## src/rtl/make_ack_queue.sv

```systemverilog
// make_ack_queue: buffered ack generator. Watches locally delivered flits and
// queues an acknowledgement for every data flit addressed to this node, then
// emits the acks (src/dst swapped, is_ack set) over a valid/ready handshake.

package types;
  localparam int ID_W = 4;

  typedef struct packed {
    logic            is_ack;
    logic [ID_W-1:0] src_id;
    logic [ID_W-1:0] dst_id;
  } hdr_t;

  typedef struct packed {
    hdr_t        header;
    logic [31:0] payload;
  } flit_t;
endpackage

module make_ack_queue #(
  parameter int DEPTH     = 4,
  parameter int CNT_WIDTH = 16
) (
  input  logic                  clk,
  input  logic                  rst,
  input  logic [types::ID_W-1:0] this_id,
  input  logic                  ack_en,
  input  logic                  in_valid,
  input  types::flit_t          in_flit,
  output logic                  in_ready,
  output logic                  out_valid,
  output types::flit_t          out_flit,
  input  logic                  out_ready,
  output logic [CNT_WIDTH-1:0]  ack_count,
  output logic                  full
);
  localparam int PW = (DEPTH > 1) ? $clog2(DEPTH) : 1;
  localparam int IW = types::ID_W;

  // Queue storage: only the two IDs are kept; the ack is rebuilt at the head.
  logic [IW-1:0] r_src [DEPTH];
  logic [IW-1:0] r_dst [DEPTH];

  logic [PW-1:0]        r_wptr;
  logic [PW-1:0]        r_rptr;
  logic [PW:0]          r_count;
  logic [CNT_WIDTH-1:0] r_ack_count;

  logic w_needs;
  logic w_full;
  logic w_empty;
  logic w_push;
  logic w_pop;
  logic w_unused;

  // Payload never influences the ack; fold it into a sink net.
  assign w_unused = ^in_flit.payload;

  assign w_needs = ack_en && !in_flit.header.is_ack && (in_flit.header.dst_id == this_id);
  assign w_full  = (r_count == (PW+1)'(DEPTH));
  assign w_empty = (r_count == '0);

  // No bypass: a full queue refuses needs-ack flits even if the head pops now.
  assign in_ready  = !w_full || !w_needs;
  assign w_push    = in_valid && in_ready && w_needs;
  assign out_valid = !w_empty;
  assign w_pop     = out_valid && out_ready;
  assign full      = w_full;
  assign ack_count = r_ack_count;

  // Build the ack from the head entry; all-zero while the queue is empty.
  always_comb begin
    out_flit = '0;
    if (!w_empty) begin
      out_flit.header.is_ack = 1'b1;
      out_flit.header.dst_id = r_src[r_rptr];
      out_flit.header.src_id = r_dst[r_rptr];
    end
  end

  // Entry write; contents need no reset since count gates visibility.
  always_ff @(posedge clk) begin
    if (w_push) begin
      r_src[r_wptr] <= in_flit.header.src_id;
      r_dst[r_wptr] <= in_flit.header.dst_id;
    end
  end

  // Pointers, occupancy and ack counter; power-of-two depth wraps naturally.
  always_ff @(posedge clk or posedge rst) begin
    if (rst) begin
      r_wptr      <= '0;
      r_rptr      <= '0;
      r_count     <= '0;
      r_ack_count <= '0;
    end else begin
      if (w_push) begin
        r_wptr      <= r_wptr + PW'(1);
        r_ack_count <= r_ack_count + CNT_WIDTH'(1);
      end
      if (w_pop)
        r_rptr <= r_rptr + PW'(1);
      if (w_push && !w_pop)
        r_count <= r_count + (PW+1)'(1);
      else if (w_pop && !w_push)
        r_count <= r_count - (PW+1)'(1);
    end
  end
endmodule
```

## config.mk

```make
export PLATFORM = sky130hd
export DESIGN_NAME = make_ack_queue
export DESIGN_NICKNAME = d
export VERILOG_FILES = /design/src/rtl/make_ack_queue.sv
export SDC_FILE = /design/constraint.sdc
export NUM_CORES = 1
export LEC_CHECK = 0
export CORE_MARGIN = 3
export CORE_UTILIZATION = 34
export CTS_CLUSTER_SIZE = 8
export DETAILED_ROUTE_END_ITERATION = 7
export PLACE_DENSITY = 0.65
export SLEW_MARGIN = 0
export SYNTH_ARGS = -nofsm -noshare
export SYNTH_HDL_FRONTEND = slang
export SYNTH_SLANG_ARGS = --single-unit
```

## constraint.sdc

```tcl
create_clock -name clk -period 5.46 [get_ports clk]
set_clock_uncertainty 0.2 [all_clocks]
set_input_delay 1.092 -clock clk [delete_from_list [all_inputs] [get_ports clk]]
set_output_delay 1.092 -clock clk [all_outputs]
set_load 0.005 [all_outputs]
```

==> results_dict.tcl, run 1 <==
set metrics [dict create \
    synth_edf_count 32 \
    routed_via_density 4.38 \
    seq_area_frac_synth_pct 55.6 \
    core_um2 7810 \
    grt_overflow_total 0 \
    crit_family "buffers and inverters" \
    ys.flop_type "edfxtp_1" \
    clkPwrFrac_pct 20.1 \
    clkTransAtPathRegs_ps 100 \
    power.share.sequential_pct 49.4 \
    grt_max_degree 24 \
    routedWlPerCell_um 13.6 \
    p_per_area_nw_per_um2 330 \
    diodes 0 \
    dpl_worst_slack_ps 1310 \
    grt.total_usage_pct 10.6 \
    cts_sinks 55 \
    root_buffer "clkbuf_8" \
    holdCritPathClass "reg -> reg" \
    die_w_um 96.1 \
    num-fill-cells 732 \
    grt_pass1_wl_um 7370 \
    vias 1504 \
    drv_cap 0 \
    portBuffers 45 \
    fin_crit_sh_pct 75.6 \
    final_layout_size_suffix_gt1_share_pct 12.4 \
    cts_setup_buffers 0 \
    multi_input_area_um2 1040 \
    grt_pass1_vias 1484 \
    drt-initial-drc-count 57 \
    netlist_area_um2 2760 \
    yosysWarnings 0 \
    finalSetupTns_ps 0 \
    fin_crit_ps 4130 \
    place.gp.congestion 0.736 \
    setup_ws_ps 1330 \
    critical-path-max-stage-delay_ps 580 \
    clk_latency_ps 310 \
    nNetsFinal 297 \
    ioPinCount 110 \
    antenna_found_initial 0 \
    setup_viol 0 \
    ys_seq_elements 55 \
    start_util_pct 35.4 \
    ff_latch_area_um2 1540 \
    areaGrowthSynthToFinish_pct 18.2 \
    rsz0062_at_grt "false" \
    yosysUniqueCellTypes 34 \
    power.net_switching_mw 0.304 \
    end_kind "primary output" \
    status "completed" \
    ir_drop_v 0.000106 \
    comb_power_share_pct 30.5 \
    worst_slew_pin_slew_ps 888 \
    hold_violations 0 \
    critical_path_class "in -> out" \
    swShare_pct 28.2 \
    path_buf_inv 2 \
    path_cells "clkdlybuf4s50_1, xor2_2, nor2_1, nand4b_1, clkdlybuf4s50_1" \
    crit_fanout 5 \
    cts_resized 0 \
    final_common_cell "clkdlybuf4s50_1" \
    critPathArrivalTime_ps 2840 \
    power.internal_mw 0.774 \
    crit_slowest_cell "clkdlybuf4s50_1" \
    dieArea_um2 9240 \
    ctsHtreeMaxLevel 2 \
    dr.pass1.iters 4 \
    drc 0 \
    detail-route-antenna-nets 0 \
    async_flop_share_pct 41.8 \
    numCtsBuffers 5 \
    syn_avg_cell_area_um2 14.2 \
    final_cell_mix "clkdlybuf4s50_1 (45), conb_1 (32), edfxtp_1 (32), dfrtp_1 (23), xnor2_1 (18)" \
    cp.required_ps 4170 \
    netlist_instances 195 \
    clockBufferDepth 2 \
    wl_um 4650 \
    placed_cells 335 \
    die_y_um 96.1 \
    max_slew_margin_pct 40.7 \
    place_hpwl_um 3420 \
    cts_tree "done" \
    cp-start-kind "primary input" \
    hold_buffers 0 \
    cp_common_cell "clkdlybuf4s50_1" \
    fin_cells 343 \
    p_leak_nw 1.23 \
    utilization_pct 41.8 \
    drv_slew 0 \
    fmax_mhz 242 \
    num_rows 32 \
]
[worst register-to-register path, cell delays in order (launching register included)]
cell     delay, ps
dfrtp_1        470
nor3b_4        490
nor4b_4        130
and2_4         220
ha_1           220
inv_1           70
fa_1           390
mux2_2         270
[final cells by class]
| type | instances | area share (%) |
|---|---|---|
| clock buffers | 6 | 2.22 |
| clock inverters | 2 | 0.383 |
| inverters | 5 | 0.575 |
| multi-input cells | 127 | 31.8 |
| flip-flops and latches | 55 | 47.0 |
| well taps | 102 | 3.91 |
| repair buffers | 46 | 14.0 |
[path summary, 6_finish.rpt]
path,end,slack [ps],start,cells past startpoint
worst min-delay path,ack_count[15]$_DFFE_PP0P_,280,ack_count[15]$_DFFE_PP0P_,1
min in group asynchronous,ack_count[15]$_DFFE_PP0P_,1060,rst,2
worst max-delay path,in_ready,1330,in_flit[35],5
worst min register to register,ack_count[15]$_DFFE_PP0P_,280,ack_count[15]$_DFFE_PP0P_,1
worst max register to register,r_count[1]$_DFFE_PP0P_,2900,r_count[0]$_DFFE_PP0P_,7
max in group asynchronous,ack_count[4]$_DFFE_PP0P_,3450,rst,2
[per-stage QoR]
| stage | hold WS, ps | power, mW | instance area [um^2] |
|---|---|---|---|
| after floorplan | 257 | 0.741 | 2880 |
| after global placement | 264 | 0.872 | 3180 |
| after detailed placement | 267 | 0.881 | 3180 |
| after CTS | 281 | 1.09 | 3270 |
| after global routing | 297 | 1.14 | 3270 |
| final | 283 | 1.08 | 3270 |
[routing by layer]
layer / GRT usage, % / routed length (um) / part of all wire [%] / vias up
li1: - / - / - / 716
met1: 13.2 / 1930 / 42 / 726
met4: 3.91 / 63 / 1.4 / 0
met2: 18.0 / 2400 / 51 / 56
met5: 0 / 0 / 0 / -
met3: 2.58 / 262 / 5.6 / 6
[registers in the layout, indices dropped and copies added, names as in the netlist]
name and count:
r_src 16, r_wptr 2, r_rptr 2, ack_count 16, r_count 3, r_dst 16
[kinds of logic (layout without fill, tap and decap cells)]
kind of cell	after synthesis	count (layout)	share of synthesized area, %
flip-flops	55	55	55.6
adder cells (fa/ha/maj)	7	7	3.44
buffers and inverters	44	59	11.0
multiplexers	10	10	7.47
AO/OA/AOI/OAI	1	1	0.181
AND/OR/NAND/NOR	52	52	13.7
other	1	32	0.136
XOR/XNOR	25	25	8.47
[power by group through the flow]
stage | logic, mW | clock network, mW | registers, mW
after floorplan | 0.237 | 0 | 0.505
after global placement | 0.329 | 0 | 0.543
after detailed placement | 0.337 | 0 | 0.544
after CTS | 0.337 | 0.222 | 0.536
after global routing | 0.362 | 0.236 | 0.541
final | 0.329 | 0.217 | 0.532
[synthesized netlist by cell type (2+ instances only)]
| master | n | area [um^2] |
|---|---|---|
| dfrtp_1 | 23 | 576 |
| and2_1 | 9 | 56.3 |
| buf_4 | 34 | 255 |
| xnor2_1 | 18 | 158 |
| nand4_1 | 8 | 50.1 |
| and3_2 | 4 | 30.0 |
| nor3_1 | 2 | 10.0 |
| and3_1 | 2 | 12.5 |
| nand3_1 | 12 | 60.1 |
| nor4_4 | 2 | 42.5 |
| nand2_1 | 2 | 7.51 |
| nor2_1 | 3 | 11.3 |
| edfxtp_1 | 32 | 961 |
| xor2_1 | 5 | 43.8 |
| ha_1 | 6 | 75.1 |
| buf_2 | 2 | 10.0 |
| mux4_2 | 8 | 180 |
| inv_1 | 5 | 18.8 |
| xor2_2 | 2 | 32.5 |
| clkbuf_1 | 2 | 7.51 |
Power figures use the tool's default switching activity.
==> run 2, diff against run 1 <==
==> constraint.sdc (replaced) <==
create_clock -name clk -period 4.28 [get_ports clk]
set_clock_uncertainty 0.2 [all_clocks]
set_input_delay 0.856 -clock clk [delete_from_list [all_inputs] [get_ports clk]]
set_output_delay 0.856 -clock clk [all_outputs]
set_load 0.005 [all_outputs]
==> results_dict.tcl, run 2 (same netlist as run 1, synthesis figures left out) <==
set metrics [dict create \
    ctsHtreeMaxLevel 2 \
    areaGrowthSynthToFinish_pct 19.3 \
    cp-start-kind "primary input" \
    clkPwrFrac_pct 24.0 \
    finalSetupTns_ps 0 \
    hold_violations 0 \
    drt-initial-drc-count 103 \
    p_leak_nw 1.24 \
    grt_max_degree 24 \
    utilization_pct 42.2 \
    grt_overflow_total 0 \
    reg2reg_from "r_count[2]$_DFFE_PP0P_" \
    routedWlPerCell_um 13.6 \
    drv_slew 0 \
    clockBufferDepth 2 \
    comb_power_share_pct 28.9 \
    final_layout_size_suffix_gt1_share_pct 13.3 \
    rsz0062_at_grt "false" \
    place_hpwl_um 3460 \
    wl_um 4680 \
    power.share.sequential_pct 47.1 \
    power.net_switching_mw 0.396 \
    portBuffers 45 \
    dieArea_um2 9240 \
    numCtsBuffers 5 \
    vias 1512 \
    routed_via_density 4.41 \
    end_kind "primary output" \
    num_rows 32 \
    final_common_cell "clkdlybuf4s50_1" \
    grt_pass1_vias 1551 \
    critical-path-max-stage-delay_ps 590 \
    start_util_pct 35.4 \
    ir_drop_v 0.000184 \
    setup_ws_ps 626 \
    status "completed" \
    die_w_um 96.1 \
    diodes 0 \
    core_um2 7810 \
    crit_family "buffers and inverters" \
    p_per_area_nw_per_um2 438 \
    final_cell_mix "clkdlybuf4s50_1 (45), conb_1 (32), edfxtp_1 (32), dfrtp_1 (23), xnor2_1 (18)" \
    fin_crit_ps 3650 \
    grt_pass1_wl_um 7680 \
    worstRegToRegCells 9 \
    crit_end "in_ready" \
    place.gp.congestion 0.717 \
    cp_common_cell "clkdlybuf4s50_1" \
    max_slew_margin_pct 41.0 \
    swShare_pct 27.5 \
    ff_latch_area_um2 1540 \
    cts_resized 0 \
    path_cells "clkdlybuf4s50_1, xor2_2, nor2_1, nand4b_1, clkdlybuf4s50_1" \
    path_buf_inv 2 \
    setup_viol 0 \
    dr.pass1.iters 4 \
    drv_cap 0 \
    nNetsFinal 297 \
    holdCritPathClass "reg -> reg" \
    cp.depth 5 \
    crit_start "in_flit[35]" \
    grt.total_usage_pct 11.0 \
    cts_setup_buffers 0 \
    multi_input_area_um2 1040 \
    crit_fanout 5 \
    detail-route-antenna-nets 0 \
    fmax_mhz 274 \
    die_y_um 96.1 \
    ioPinCount 110 \
    crit_slowest_cell "clkdlybuf4s50_1" \
    fin_crit_sh_pct 85.4 \
    cts_sinks 55 \
    cts_tree "done" \
    worst_slew_pin_slew_ps 883 \
    dpl_worst_slack_ps 533 \
    r2r_end "r_count[2]$_DFFE_PP0P_" \
    power.internal_mw 1.05 \
    critPathArrivalTime_ps 2600 \
    root_buffer "clkbuf_8" \
    antenna_found_initial 0 \
    hold_buffers 0 \
    cp.required_ps 3220 \
    ff2ff_setup_slack_ps 1690 \
    clkTransAtPathRegs_ps 90 \
    drc 0 \
    num-fill-cells 742 \
    holdWs_ps 279 \
    clk_latency_ps 310 \
    critical_path_class "in -> out" \
]
==> run 2: cell type report <==
| cell class | instances | share of cell area (%) |
|---|---|---|
| clock inverter | 3 | 1.40 |
| clock buffer | 5 | 2.09 |
| inverter | 5 | 0.569 |
| sequential | 55 | 46.6 |
| multi-input combinational | 127 | 31.5 |
| timing repair buffer | 46 | 13.9 |
| tap | 102 | 3.87 |
==> run 2: stage by stage <==
step / total power [mW] / area, um^2 / std cells
3_5_place_dp: 1.12 / 3180 / 335
3_3_place_gp: 1.11 / 3180 / 335
5_1_grt: 1.53 / 3300 / 343
6_report: 1.44 / 3300 / 343
2_1_floorplan: 0.946 / 2880 / 226
4_1_cts: 1.47 / 3300 / 343
==> run 2: layer usage <==
metal,up-vias,share of wire [%],global-route usage (%)
met5,-,0,0
met4,0,1.1,3.55
met3,5,5.4,2.89
met2,56,53,19.0
met1,741,41,13.2
li1,710,-,-
==> run 2: worst min path at each step <==
stage | startpoint | to | slack (ps) | cells past startpoint
4_1_cts | ack_count[15]$_DFFE_PP0P_ | ack_count[15]$_DFFE_PP0P_ | 280 | 1
2_1_floorplan | r_count[2]$_DFFE_PP0P_ | r_count[2]$_DFFE_PP0P_ | 260 | 1
3_3_place_gp | ack_count[15]$_DFFE_PP0P_ | ack_count[15]$_DFFE_PP0P_ | 260 | 1
6_report | ack_count[15]$_DFFE_PP0P_ | ack_count[15]$_DFFE_PP0P_ | 280 | 1
3_5_place_dp | ack_count[15]$_DFFE_PP0P_ | ack_count[15]$_DFFE_PP0P_ | 270 | 1
5_1_grt | ack_count[15]$_DFFE_PP0P_ | ack_count[15]$_DFFE_PP0P_ | 310 | 1
==> run 2: worst reg2reg max path, delay by kind of cell (launching register included) <==
family	cells	cell delay, ps
xor gates and xnor gates	2	300
adders and majority gates	2	550
buffers and inverters	1	60
DFF	1	410
and+or+nand+nor	4	990
==> run 2: power groups by stage <==
stage	combinational, mW	sequential [mW]	clock, mW
6_report	0.417	0.679	0.346
5_1_grt	0.459	0.692	0.377
4_1_cts	0.426	0.683	0.356
3_5_place_dp	0.425	0.695	0
3_3_place_gp	0.419	0.692	0
2_1_floorplan	0.302	0.644	0
